$ cat src/rtl/proc_control_unit_pkg.sv
// Shared definitions for the processor control sequencer: step and opcode
// encodings, ALU op codes and default field widths.
package proc_pkg;

  localparam int DEF_DATA_W = 16;
  localparam int DEF_OP_W   = 4;
  localparam int DEF_REG_W  = 3;

  typedef enum logic [1:0] {
    T0 = 2'd0,
    T1 = 2'd1,
    T2 = 2'd2,
    T3 = 2'd3
  } step_e;

  localparam logic [3:0] OP_MV  = 4'b0000;
  localparam logic [3:0] OP_MVI = 4'b0001;
  localparam logic [3:0] OP_ADD = 4'b0010;
  localparam logic [3:0] OP_SUB = 4'b0100;
  localparam logic [3:0] OP_AND = 4'b0101;

  localparam logic [1:0] ALU_ADD = 2'b00;
  localparam logic [1:0] ALU_SUB = 2'b01;
  localparam logic [1:0] ALU_AND = 2'b10;

  // True for the three opcodes that walk through T2/T3.
  function automatic logic is_alu_op(input logic [3:0] op);
    return (op == OP_ADD) || (op == OP_SUB) || (op == OP_AND);
  endfunction

  // ALU function select; anything unexpected falls back to add.
  function automatic logic [1:0] alu_sel(input logic [3:0] op);
    logic [1:0] sel;
    case (op)
      OP_SUB:  sel = ALU_SUB;
      OP_AND:  sel = ALU_AND;
      default: sel = ALU_ADD;
    endcase
    return sel;
  endfunction

endpackage

$ cat src/rtl/proc_control_unit_if.sv
// Control bus between the sequencer (slave side) and the datapath / stimulus
// source (master side): run request, instruction word and all enables.
interface proc_control_unit_if
  import proc_pkg::*;
#(
  parameter int DATA_W = DEF_DATA_W,
  parameter int REG_W  = DEF_REG_W
);
  localparam int NREG = 2 ** REG_W;

  logic              Run;
  logic [DATA_W-1:0] DIN;
  logic              IRin;
  logic [NREG-1:0]   Rout;
  logic [NREG-1:0]   Rin;
  logic              DINout;
  logic              Ain;
  logic              Gin;
  logic              Gout;
  logic [1:0]        AluOp;
  logic              Done;
  logic [1:0]        Step;
  logic [15:0]       InstrCount;

  modport master (
    output Run, DIN,
    input  IRin, Rout, Rin, DINout, Ain, Gin, Gout, AluOp, Done, Step, InstrCount
  );

  modport slave (
    input  Run, DIN,
    output IRin, Rout, Rin, DINout, Ain, Gin, Gout, AluOp, Done, Step, InstrCount
  );
endinterface

$ cat src/rtl/proc_control_unit_onehot_decoder.sv
// Register-field decoder: binary select to one-hot, all zeros when disabled.
module onehot_decoder #(
  parameter int REG_W = 3
) (
  input  logic [REG_W-1:0]      i_sel,
  input  logic                  i_en,
  output logic [2**REG_W-1:0]   o_onehot
);

  // Set exactly one bit for the selected register when enabled.
  always_comb begin
    o_onehot = '0;
    if (i_en) begin
      o_onehot[i_sel] = 1'b1;
    end else begin
      o_onehot = '0;
    end
  end

endmodule

$ cat src/rtl/proc_control_unit.sv
// Control sequencer for the bus-based processor: fetches IR from DIN in T0,
// steps T1..T3 and decodes every datapath enable from (step, IR, Run).
module proc_control_unit
  import proc_pkg::*;
#(
  parameter int DATA_W = DEF_DATA_W,
  parameter int OP_W   = DEF_OP_W,
  parameter int REG_W  = DEF_REG_W
) (
  input  logic                 Clock,
  input  logic                 Reset,
  proc_control_unit_if.slave   bus
);
  localparam int IR_W = OP_W + 2 * REG_W;
  localparam int NREG = 2 ** REG_W;

  step_e             r_step;
  step_e             w_step_nxt;
  logic [IR_W-1:0]   r_ir;
  logic [15:0]       r_instr_count;

  logic [OP_W-1:0]   w_op;
  logic [REG_W-1:0]  w_x;
  logic [REG_W-1:0]  w_y;
  logic              w_is_alu;
  logic [NREG-1:0]   w_x_oh;
  logic [NREG-1:0]   w_y_oh;

  logic              w_irin;
  logic [NREG-1:0]   w_rout;
  logic [NREG-1:0]   w_rin;
  logic              w_dinout;
  logic              w_ain;
  logic              w_gin;
  logic              w_gout;
  logic [1:0]        w_aluop;
  logic              w_done;

  assign w_op     = r_ir[IR_W-1 -: OP_W];
  assign w_x      = r_ir[2*REG_W-1 -: REG_W];
  assign w_y      = r_ir[REG_W-1:0];
  assign w_is_alu = is_alu_op(w_op);

  onehot_decoder #(.REG_W(REG_W)) u_dec_x (
    .i_sel    (w_x),
    .i_en     (~Reset),
    .o_onehot (w_x_oh)
  );

  onehot_decoder #(.REG_W(REG_W)) u_dec_y (
    .i_sel    (w_y),
    .i_en     (~Reset),
    .o_onehot (w_y_oh)
  );

  // Step register; reset drops straight back to fetch, discarding any partial instruction.
  always_ff @(posedge Clock or posedge Reset) begin
    if (Reset) begin
      r_step <= T0;
    end else begin
      r_step <= w_step_nxt;
    end
  end

  // Next step: only ALU ops reach T2/T3; every other path returns to fetch.
  always_comb begin
    w_step_nxt = T0;
    case (r_step)
      T0:      w_step_nxt = bus.Run ? T1 : T0;
      T1:      w_step_nxt = w_is_alu ? T2 : T0;
      T2:      w_step_nxt = w_is_alu ? T3 : T0;
      T3:      w_step_nxt = T0;
      default: w_step_nxt = T0;
    endcase
  end

  // Enable decode; everything is held low while Reset is asserted.
  always_comb begin
    w_irin   = 1'b0;
    w_rout   = '0;
    w_rin    = '0;
    w_dinout = 1'b0;
    w_ain    = 1'b0;
    w_gin    = 1'b0;
    w_gout   = 1'b0;
    w_aluop  = ALU_ADD;
    w_done   = 1'b0;
    if (Reset) begin
      w_irin = 1'b0;
    end else begin
      case (r_step)
        T0: w_irin = bus.Run;
        T1: begin
          case (w_op)
            OP_MV: begin
              w_rout = w_y_oh;
              w_rin  = w_x_oh;
              w_done = 1'b1;
            end
            OP_MVI: begin
              w_dinout = 1'b1;
              w_rin    = w_x_oh;
              w_done   = 1'b1;
            end
            OP_ADD, OP_SUB, OP_AND: begin
              w_rout = w_x_oh;
              w_ain  = 1'b1;
            end
            default: w_done = 1'b1;
          endcase
        end
        T2: begin
          if (w_is_alu) begin
            w_rout  = w_y_oh;
            w_gin   = 1'b1;
            w_aluop = alu_sel(w_op);
          end else begin
            w_done = 1'b1;
          end
        end
        T3: begin
          if (w_is_alu) begin
            w_gout = 1'b1;
            w_rin  = w_x_oh;
            w_done = 1'b1;
          end else begin
            w_done = 1'b1;
          end
        end
        default: w_done = 1'b0;
      endcase
    end
  end

  // Instruction register, loaded from the top bits of DIN on a fetch.
  always_ff @(posedge Clock or posedge Reset) begin
    if (Reset) begin
      r_ir <= '0;
    end else if (w_irin) begin
      r_ir <= bus.DIN[DATA_W-1 -: IR_W];
    end else begin
      r_ir <= r_ir;
    end
  end

  // Retired-instruction counter; wraps naturally at 16 bits.
  always_ff @(posedge Clock or posedge Reset) begin
    if (Reset) begin
      r_instr_count <= 16'h0000;
    end else if (w_done) begin
      r_instr_count <= r_instr_count + 16'h0001;
    end else begin
      r_instr_count <= r_instr_count;
    end
  end

  assign bus.IRin       = w_irin;
  assign bus.Rout       = w_rout;
  assign bus.Rin        = w_rin;
  assign bus.DINout     = w_dinout;
  assign bus.Ain        = w_ain;
  assign bus.Gin        = w_gin;
  assign bus.Gout       = w_gout;
  assign bus.AluOp      = w_aluop;
  assign bus.Done       = w_done;
  assign bus.Step       = r_step;
  assign bus.InstrCount = r_instr_count;

endmodule

$ cat src/flat_wrapper.sv
// flat-port wrapper written by rule: the top's interface ports become plain ports
module proc_control_unit_flat import proc_pkg::*;
#(
  parameter int DATA_W = DEF_DATA_W,
  parameter int OP_W   = DEF_OP_W,
  parameter int REG_W  = DEF_REG_W
)
  (Clock, Reset, bus_Run, bus_DIN, bus_IRin, bus_Rout, bus_Rin, bus_DINout, bus_Ain, bus_Gin, bus_Gout, bus_AluOp, bus_Done, bus_Step, bus_InstrCount);
  proc_control_unit_if #(.DATA_W(DATA_W), .REG_W(REG_W)) bus_i ();
  input  logic Clock;
  input  logic Reset;
  input wire logic [$bits(bus_i.Run)-1:0] bus_Run;
  input wire logic [$bits(bus_i.DIN)-1:0] bus_DIN;
  output wire logic [$bits(bus_i.IRin)-1:0] bus_IRin;
  output wire logic [$bits(bus_i.Rout)-1:0] bus_Rout;
  output wire logic [$bits(bus_i.Rin)-1:0] bus_Rin;
  output wire logic [$bits(bus_i.DINout)-1:0] bus_DINout;
  output wire logic [$bits(bus_i.Ain)-1:0] bus_Ain;
  output wire logic [$bits(bus_i.Gin)-1:0] bus_Gin;
  output wire logic [$bits(bus_i.Gout)-1:0] bus_Gout;
  output wire logic [$bits(bus_i.AluOp)-1:0] bus_AluOp;
  output wire logic [$bits(bus_i.Done)-1:0] bus_Done;
  output wire logic [$bits(bus_i.Step)-1:0] bus_Step;
  output wire logic [$bits(bus_i.InstrCount)-1:0] bus_InstrCount;
  assign bus_i.Run = bus_Run;
  assign bus_i.DIN = bus_DIN;
  assign bus_IRin = bus_i.IRin;
  assign bus_Rout = bus_i.Rout;
  assign bus_Rin = bus_i.Rin;
  assign bus_DINout = bus_i.DINout;
  assign bus_Ain = bus_i.Ain;
  assign bus_Gin = bus_i.Gin;
  assign bus_Gout = bus_i.Gout;
  assign bus_AluOp = bus_i.AluOp;
  assign bus_Done = bus_i.Done;
  assign bus_Step = bus_i.Step;
  assign bus_InstrCount = bus_i.InstrCount;
  proc_control_unit #(.DATA_W(DATA_W), .OP_W(OP_W), .REG_W(REG_W)) u_core (.Clock(Clock), .Reset(Reset), .bus(bus_i));
endmodule
$ cat config.mk
export PLATFORM = sky130hd
export DESIGN_NAME = proc_control_unit_flat
export DESIGN_NICKNAME = d
export VERILOG_FILES = /design/src/rtl/proc_control_unit_pkg.sv /design/src/rtl/proc_control_unit_if.sv /design/src/rtl/proc_control_unit_onehot_decoder.sv /design/src/rtl/proc_control_unit.sv /design/src/flat_wrapper.sv
export SDC_FILE = /design/constraint.sdc
export NUM_CORES = 1
export LEC_CHECK = 0
export CAP_MARGIN = 20
export CORE_AREA = 10 10 73 75
export CTS_BUF_LIST = sky130_fd_sc_hd__clkbuf_4 sky130_fd_sc_hd__clkbuf_8 sky130_fd_sc_hd__clkbuf_16
export DETAILED_ROUTE_END_ITERATION = 12
export DIE_AREA = 0 0 83 85
export GPL_TIMING_DRIVEN = 0
export PLACE_DENSITY = 0.77
export SYNTH_ARGS = -nofsm -noshare
export SYNTH_HDL_FRONTEND = slang
export SYNTH_SLANG_ARGS = --single-unit
$ cat constraint.sdc
create_clock -name Clock -period 2.4 [get_ports Clock]
set_input_delay 0.48 -clock Clock [delete_from_list [all_inputs] [get_ports Clock]]
set_output_delay 0.48 -clock Clock [all_outputs]
set_load 0.005 [all_outputs]
==> flow_metrics.py, run 1 <==
metrics = {
    "outcome": {
        "run_status": "complete, but fails checks",
        "violations": "setup timing",
    },
    "synthesis": {
        "async_flop_share": 1.00,
        "synth-simple-area-share": 0.267,
        "post_synth_fa_ha_maj_area_fraction": 0.0376,
        "dominantRegCellSynth": "sky130_fd_sc_hd__dfrtp_1",
        "post_synth_num_cell_types": 40,
        "synth-warning-count": 0,
        "synth_seq_cells": 28,
        "synth-compound-area-share": 0.0828,
        "synth.mux.area_fraction": 0.0805,
        "synth_area_per_cell_sq_um": 10.3,
        "synth_enable_flop_cells": 0,
        "synth_xor_xnor_area_share": 0.0790,
        "mappedNetlistNets": 186,
        "ys_top_cells_by_area": "sky130_fd_sc_hd__dfrtp_1, sky130_fd_sc_hd__xor2_1, sky130_fd_sc_hd__mux2_2",
        "post_synthesis_cell_type_with_the_largest_combined_area": "sky130_fd_sc_hd__dfrtp_1",
        "main_combinational_cell_family_by_area_after_synthesis": "simple AND/OR/NAND/NOR gates",
        "yosys_top_cell_area_share": 0.421,
        "synth_seq_area_share": 0.421,
        "syn-instance-count": 162,
        "syn_area_sq_um": 1660,
    },
    "sta": {
        "tightest_slew_ps": 618,
        "setup_repair_after_global_routing_missed_its_margin": "yes",
        "fmax_mhz": 386,
        "slew_headroom": 0.586,
        "fin_crit_ps": 2590,
        "finalSetupViolations": 13,
        "finalWorstSetupSlack_ps": -189,
        "finalCritPeriodShare": 1.08,
        "slew_violations": 0,
        "final_hold_viol_count": 0,
        "fin_worst_skew_ps": 1.97,
    },
    "global_route": {
        "grt_remaining_overflow": 0,
        "pin_count_of_the_biggest_net_entering_global_routing": 16,
        "grt_use_met2": 0.221,
        "groute.layer.met1.usage": 0.147,
        "vias_in_the_first_global_route": 1545,
        "number_of_antenna_violations_at_the_first_check_in_global_routing": 0,
        "grt_use_total": 0.126,
        "grt-busiest-layer": "met2",
        "grt_pass1_wl_mm": 7.56,
        "global_route.usage.met3": 0.0354,
    },
    "cells_and_area": {
        "mostFrequentLayoutCells": "sky130_fd_sc_hd__clkdlybuf4s50_1, sky130_fd_sc_hd__dfrtp_1, sky130_fd_sc_hd__buf_4, sky130_fd_sc_hd__xor2_1, sky130_fd_sc_hd__buf_2",
        "finish.net_count": 266,
        "register_area_sq_um": 704,
        "area_growth_pct": 51.8,
        "insertedDiodeCount": 0,
        "postLayoutCellArea_sq_um": 2520,
        "filler_cell_count": 321,
        "multi_input_area_sq_um": 1010,
        "layout-drive-gt1-share": 0.340,
        "final_cell_count_no_fill": 291,
        "mostFrequentLayoutCell": "sky130_fd_sc_hd__clkdlybuf4s50_1",
    },
    "drt": {
        "drt_wl_total_mm": 4.69,
        "number_of_vias_after_detailed_routing": 1524,
        "drt_first_pass_iters": 4,
        "postRouteAntennaNets": 0,
        "drc": 0,
        "wl_per_cell_um": 16.1,
        "first_iter_violations": 57,
        "vias_per_cell": 5.24,
    },
    "setup_path": {
        "timing.critical_path.max_delay_family": "simple AND/OR/NAND/NOR gates",
        "r2r_setup_slack_ps": 350,
        "crit_path_cell_trace": "or3b_4 > buf_4 > nand2_4 > nand4_1 > buf_4 > o32ai_2 > buf_2",
        "crit_type": "register to output port",
        "timing.critical_path.mode_cell": "sky130_fd_sc_hd__buf_4",
        "crit_fanout": 6,
        "worst_ep_required_time_ps": 1920,
        "r2r_cells": 7,
        "critPathSlowestCell": "sky130_fd_sc_hd__dfrtp_2",
        "crit_end_element": "output port",
        "r2r_start": "u_core.r_ir[8]$_DFFE_PP0P_",
        "crit_path_max_incr_delay_ps": 420,
        "r2r_end": "u_core.bus.InstrCount[12]$_DFFE_PP0P_",
        "crit_path_arrival_time_ps": 2110,
        "timing.critical_path.buf_inv": 3,
        "crit_path_start_kind": "register",
    },
    "clock_tree": {
        "cts_tree": "yes",
        "cts.sink_count": 28,
        "clockBufferDepth": 2,
        "number_of_buffers_created_by_cts": 3,
        "post_cts_hold_buffer_count": 0,
        "cts.reportedPaths.clkPinSlew_ps": 90,
        "cts_root_buffer": "sky130_fd_sc_hd__clkbuf_8",
        "clk-insertion-delay-late_ps": 270,
        "htree_num_levels": 1,
    },
    "die": {
        "design.die.area_sq_um": 7060,
        "design.core.area_sq_um": 3910,
        "die_h_um": 85,
        "die_x_um": 83,
        "io_pins": 61,
        "start_util": 0.425,
        "floorplan.rows": 23,
    },
    "placement": {
        "place_hpwl_mm": 3.22,
        "buffer_ports.inserted": 54,
        "gp_congestion": 0.809,
        "dpl_cell_area_sq_um": 2270,
        "placed_cells_incl_taps": 266,
    },
    "run": {
        "max_cap_viol_count": 0,
    },
    "power_and_ir_drop": {
        "max-vdd-ir-drop_mv": 0.477,
        "power.clock.fraction": 0.182,
        "comb_power_share": 0.362,
        "power_density_nw_per_um2": 619,
        "intPower_uw": 1030,
        "power.share.switching": 0.338,
        "p_leak_uw": 0.00105,
        "p_sw_uw": 527,
        "power_frac_seq": 0.456,
    },
    "hold_path": {
        "worst_min_delay_path_class": "input port to asynchronous set/reset pin",
    },
}
## Yosys cell counts (2+ instances only)
master,n
sky130_fd_sc_hd__and2_1,2
sky130_fd_sc_hd__and3_1,2
sky130_fd_sc_hd__and4_1,3
sky130_fd_sc_hd__clkbuf_1,4
sky130_fd_sc_hd__dfrtp_1,28
sky130_fd_sc_hd__ha_1,5
sky130_fd_sc_hd__inv_1,7
sky130_fd_sc_hd__mux2_2,10
sky130_fd_sc_hd__nand2_1,9
sky130_fd_sc_hd__nand2b_1,4
sky130_fd_sc_hd__nand3_1,7
sky130_fd_sc_hd__nand3b_1,3
sky130_fd_sc_hd__nand4_1,7
sky130_fd_sc_hd__nor2_1,10
sky130_fd_sc_hd__nor3_1,8
sky130_fd_sc_hd__nor3_2,2
sky130_fd_sc_hd__nor4_1,7
sky130_fd_sc_hd__o22ai_1,6
sky130_fd_sc_hd__o32ai_1,3
sky130_fd_sc_hd__xor2_1,15
## metrics by stage
step                      hold slack, ps   util  worst slack (ps)  setup TNS [ps]  power [uW]
after global placement               460  0.579             -1150          -14630        1190
after CTS                            456  0.639              -142            -626        1570
after floorplan                      465      -               296               0         961
final                                465  0.645              -189           -1070        1560
after detailed placement             462  0.579             -1210          -15600        1200
after global routing                 487  0.645              -262           -2710        1670
## worst max-delay path by stage
stage	startpoint	end	slack (ps)	cells after the start
2_1_floorplan	Reset	bus_IRin	300	4
3_3_place_gp	Reset	bus_IRin	-1150	6
3_5_place_dp	Reset	bus_IRin	-1210	6
4_1_cts	u_core.r_ir[7]$_DFFE_PP0P_	bus_Rin[0]	-140	7
5_1_grt	u_core.r_ir[7]$_DFFE_PP0P_	bus_Rin[0]	-260	7
6_report	u_core.r_ir[7]$_DFFE_PP0P_	bus_Rout[1]	-190	7
## power groups by stage
| stage | combinational [uW] | clock, uW | sequential, uW |
|---|---|---|---|
| detailed placement | 474 | 0 | 726 |
| global route | 615 | 319 | 734 |
| CTS | 564 | 300 | 709 |
| finish | 566 | 285 | 712 |
| global placement | 469 | 0 | 719 |
| floorplan | 261 | 0 | 700 |
## worst reg2reg max path: cells and delay by family (launching register included)
family,cells,cell delay [ps]
xor+xnor,1,160
flops,1,430
buf+inv,3,470
simple gates,2,610
compound gates,1,250
## layout make-up
cell class | instances | area share
sequential | 28 | 0.279
timing repair inverter | 1 | 0.00198
inverter | 7 | 0.0119
timing repair buffer | 74 | 0.248
multi-input combinational | 121 | 0.400
buffer | 6 | 0.0119
tap | 50 | 0.0248
clock buffer | 4 | 0.0218
## metal layers
layer | share of wire | up-vias
met4 | 0.0075 | 0
met1 | 0.43 | 727
met2 | 0.50 | 46
met5 | 0 | -
li1 | - | 747
met3 | 0.057 | 4
## sequential cells by signal, indices dropped and copies added, names as in the netlist
name,cells
u_core.bus.InstrCount,16
u_core.r_ir,10
u_core.bus.Step,2
## kinds of logic after synthesis
logic type | count (synthesis)
AO/OA/AOI/OAI | 14
AND/OR/NAND/NOR | 75
flip-flops | 28
multiplexers | 12
buffers and inverters | 13
adder cells (fa/ha/maj) | 5
XOR/XNOR | 15
## what timing repair did
action | in CTS | in global routing
cloned | 1 | 0
pin swaps | 15 | 3
endpoints found under the setup margin | 33 | 21
gates resized for setup | 90 | 12
buffers inserted | 20 | 0
Note: power is estimated with default switching activity, not from simulation.
==> inputs of run 2 (changes only) <==
--- a/config.mk
+++ b/config.mk
@@ -6,12 +6,13 @@
 export NUM_CORES = 1
 export LEC_CHECK = 0
 export CAP_MARGIN = 20
-export CORE_AREA = 10 10 73 75
+export CORE_AREA = 10 10 72 74
 export CTS_BUF_LIST = sky130_fd_sc_hd__clkbuf_4 sky130_fd_sc_hd__clkbuf_8 sky130_fd_sc_hd__clkbuf_16
 export DETAILED_ROUTE_END_ITERATION = 12
-export DIE_AREA = 0 0 83 85
+export DIE_AREA = 0 0 82 84
+export DONT_BUFFER_PORTS = 1
 export GPL_TIMING_DRIVEN = 0
-export PLACE_DENSITY = 0.77
+export PLACE_DENSITY = 0.59
 export SYNTH_ARGS = -nofsm -noshare
 export SYNTH_HDL_FRONTEND = slang
 export SYNTH_SLANG_ARGS = --single-unit
==> flow_metrics.py, run 2 (same netlist as run 1, synthesis figures left out) <==
metrics = {
    "run": {
        "max_cap_viol_count": 0,
    },
    "setup_path": {
        "crit_path_max_incr_delay_ps": 430,
        "crit_fanout": 4,
        "r2r_cells": 7,
        "crit_type": "register to output port",
        "crit_path_arrival_time_ps": 1910,
        "timing.critical_path.max_delay_family": "simple AND/OR/NAND/NOR gates",
        "crit_end_element": "output port",
        "crit_path_cell_trace": "or3b_4 > a2111oi_4 > o21bai_2 > nor3_2",
        "worst_ep_required_time_ps": 1920,
        "timing.critical_path.buf_inv": 0,
        "critPathSlowestCell": "sky130_fd_sc_hd__a2111oi_4",
        "crit_path_start_kind": "register",
        "worst-path-stages": 4,
    },
    "sta": {
        "tightest_slew_ps": 620,
        "final_hold_viol_count": 0,
        "slew_violations": 0,
        "fin_crit_ps": 2390,
        "finalSetupViolations": 0,
        "fin_worst_skew_ps": 4.22,
        "slew_headroom": 0.584,
        "finalCritPeriodShare": 0.996,
        "setup_repair_after_global_routing_missed_its_margin": "yes",
        "fmax_mhz": 418,
        "hold-worst-slack_ps": 32.6,
        "fin_setup_tns_ps": 0,
    },
    "placement": {
        "dpl_cell_area_sq_um": 1730,
        "place_hpwl_mm": 3.09,
        "buffer_ports.inserted": 0,
        "gp_congestion": 0.862,
    },
    "die": {
        "die_x_um": 82,
        "io_pins": 61,
        "die_h_um": 84,
        "floorplan.rows": 23,
        "design.die.area_sq_um": 6890,
        "start_util": 0.431,
        "design.core.area_sq_um": 3860,
    },
    "clock_tree": {
        "number_of_buffers_created_by_cts": 3,
        "cts_tree": "yes",
        "clk-insertion-delay-late_ps": 270,
        "cts.reportedPaths.clkPinSlew_ps": 90,
        "cts_root_buffer": "sky130_fd_sc_hd__clkbuf_8",
        "post_cts_hold_buffer_count": 0,
        "cts.sink_count": 28,
        "clockBufferDepth": 2,
        "htree_num_levels": 1,
    },
    "cells_and_area": {
        "postLayoutCellArea_sq_um": 1900,
        "mostFrequentLayoutCells": "sky130_fd_sc_hd__dfrtp_1, sky130_fd_sc_hd__xor2_1, sky130_fd_sc_hd__mux2_2, sky130_fd_sc_hd__nand2_1, sky130_fd_sc_hd__nor3_1",
        "layout-drive-gt1-share": 0.285,
        "area_growth_pct": 14.5,
        "filler_cell_count": 362,
        "finish.net_count": 197,
        "mostFrequentLayoutCell": "sky130_fd_sc_hd__dfrtp_1",
        "insertedDiodeCount": 0,
        "largest_register_ff_count": 16,
    },
    "power_and_ir_drop": {
        "report.power.total_uw": 1380,
        "max-vdd-ir-drop_mv": 0.442,
        "power_density_nw_per_um2": 724,
        "p_leak_uw": 0.000711,
    },
    "drt": {
        "first_iter_violations": 20,
        "drc": 0,
        "wl_per_cell_um": 18.1,
        "vias_per_cell": 5.66,
        "postRouteAntennaNets": 0,
        "drt_wl_total_mm": 4.02,
        "drt_first_pass_iters": 4,
        "number_of_vias_after_detailed_routing": 1256,
    },
    "outcome": {
        "run_status": "completed",
    },
    "global_route": {
        "number_of_antenna_violations_at_the_first_check_in_global_routing": 0,
        "pin_count_of_the_biggest_net_entering_global_routing": 30,
        "vias_in_the_first_global_route": 1246,
        "grt_pass1_wl_mm": 6.33,
        "grt_use_total": 0.114,
        "grt_remaining_overflow": 0,
    },
    "hold_path": {
        "worst_min_delay_path_class": "input port to asynchronous set/reset pin",
    },
}
-- run 2: cell count changes in the layout (fill, tap and decap cells not counted), moves of 3 or more --
cell / before / now
sky130_fd_sc_hd__buf_2: 13 / 0
sky130_fd_sc_hd__buf_4: 18 / 6
sky130_fd_sc_hd__buf_6: 4 / 0
sky130_fd_sc_hd__clkdlybuf4s50_1: 33 / 0
sky130_fd_sc_hd__ha_4: 3 / 0
sky130_fd_sc_hd__nor2_1: 10 / 5
sky130_fd_sc_hd__nor2_2: 0 / 6
-- run 2: final cells by class --
type	count	area, sq um	share of cell area
repair inverters	1	5.00	0.00263
well taps	50	62.6	0.0329
plain buffers	6	26.3	0.0138
clock buffers	4	55.1	0.0289
inverters	7	30.0	0.0158
multi-input cells	121	983	0.516
repair buffers	5	37.5	0.0197
flip-flops and latches	28	704	0.370
-- run 2: metal layers --
layer | track usage | share of wire
met5 | 0 | 0
met4 | 0.0325 | 0.0047
met2 | 0.190 | 0.50
met1 | 0.126 | 0.39
met3 | 0.0463 | 0.10
-- run 2: power by group --
part / leakage (uW) / switching [uW] / total [uW] / internal [uW]
Sequential: 0.000328 / 160 / 731 / 571
Combinational: 0.000354 / 201 / 369 / 168
Clock: 0.0000288 / 133 / 280 / 146
-- run 2: metrics by stage --
| stage | setup WS, ps | util | std cells |
|---|---|---|---|
| 4_1_cts | -5.56 | 0.478 | 220 |
| 3_3_place_gp | -32.5 | 0.447 | 212 |
| 3_5_place_dp | -66.5 | 0.447 | 212 |
| 5_1_grt | -106 | 0.494 | 222 |
| 2_1_floorplan | 296 | - | 162 |
| 6_report | 8.46 | 0.494 | 222 |
-- run 2: path summary, 6_finish.rpt --
check                                                       from                                     to  slack, ps
min in group Clock                                       bus_Run           u_core.bus.Step[0]$_DFF_PP0_        340
max                                   u_core.r_ir[8]$_DFFE_PP0P_                             bus_Rin[0]          8
max reg2reg                         u_core.bus.Step[1]$_DFF_PP0_   u_core.bus.InstrCount[5]$_DFFE_PP0P_        350
min reg2reg                u_core.bus.InstrCount[15]$_DFFE_PP0P_  u_core.bus.InstrCount[15]$_DFFE_PP0P_        510
min                                                        Reset   u_core.bus.InstrCount[9]$_DFFE_PP0P_         30
max in group asynchronous                                  Reset   u_core.bus.InstrCount[4]$_DFFE_PP0P_       1940
-- run 2: repair_timing --
item                                    CTS  global route
gates resized for setup                   9            12
buffers inserted                          4             1
pin swaps                                 4             7
cloned                                    0             1
endpoints found under the setup margin   15            18
-- run 2: worst register-to-register path: stages, from the launching register on --
cell,delay (ps)
sky130_fd_sc_hd__dfrtp_1,430
sky130_fd_sc_hd__inv_1,90
sky130_fd_sc_hd__ha_1,240
sky130_fd_sc_hd__or2_1,240
sky130_fd_sc_hd__clkbuf_1,180
sky130_fd_sc_hd__clkbuf_1,250
sky130_fd_sc_hd__nor4_1,390
sky130_fd_sc_hd__xor2_1,170
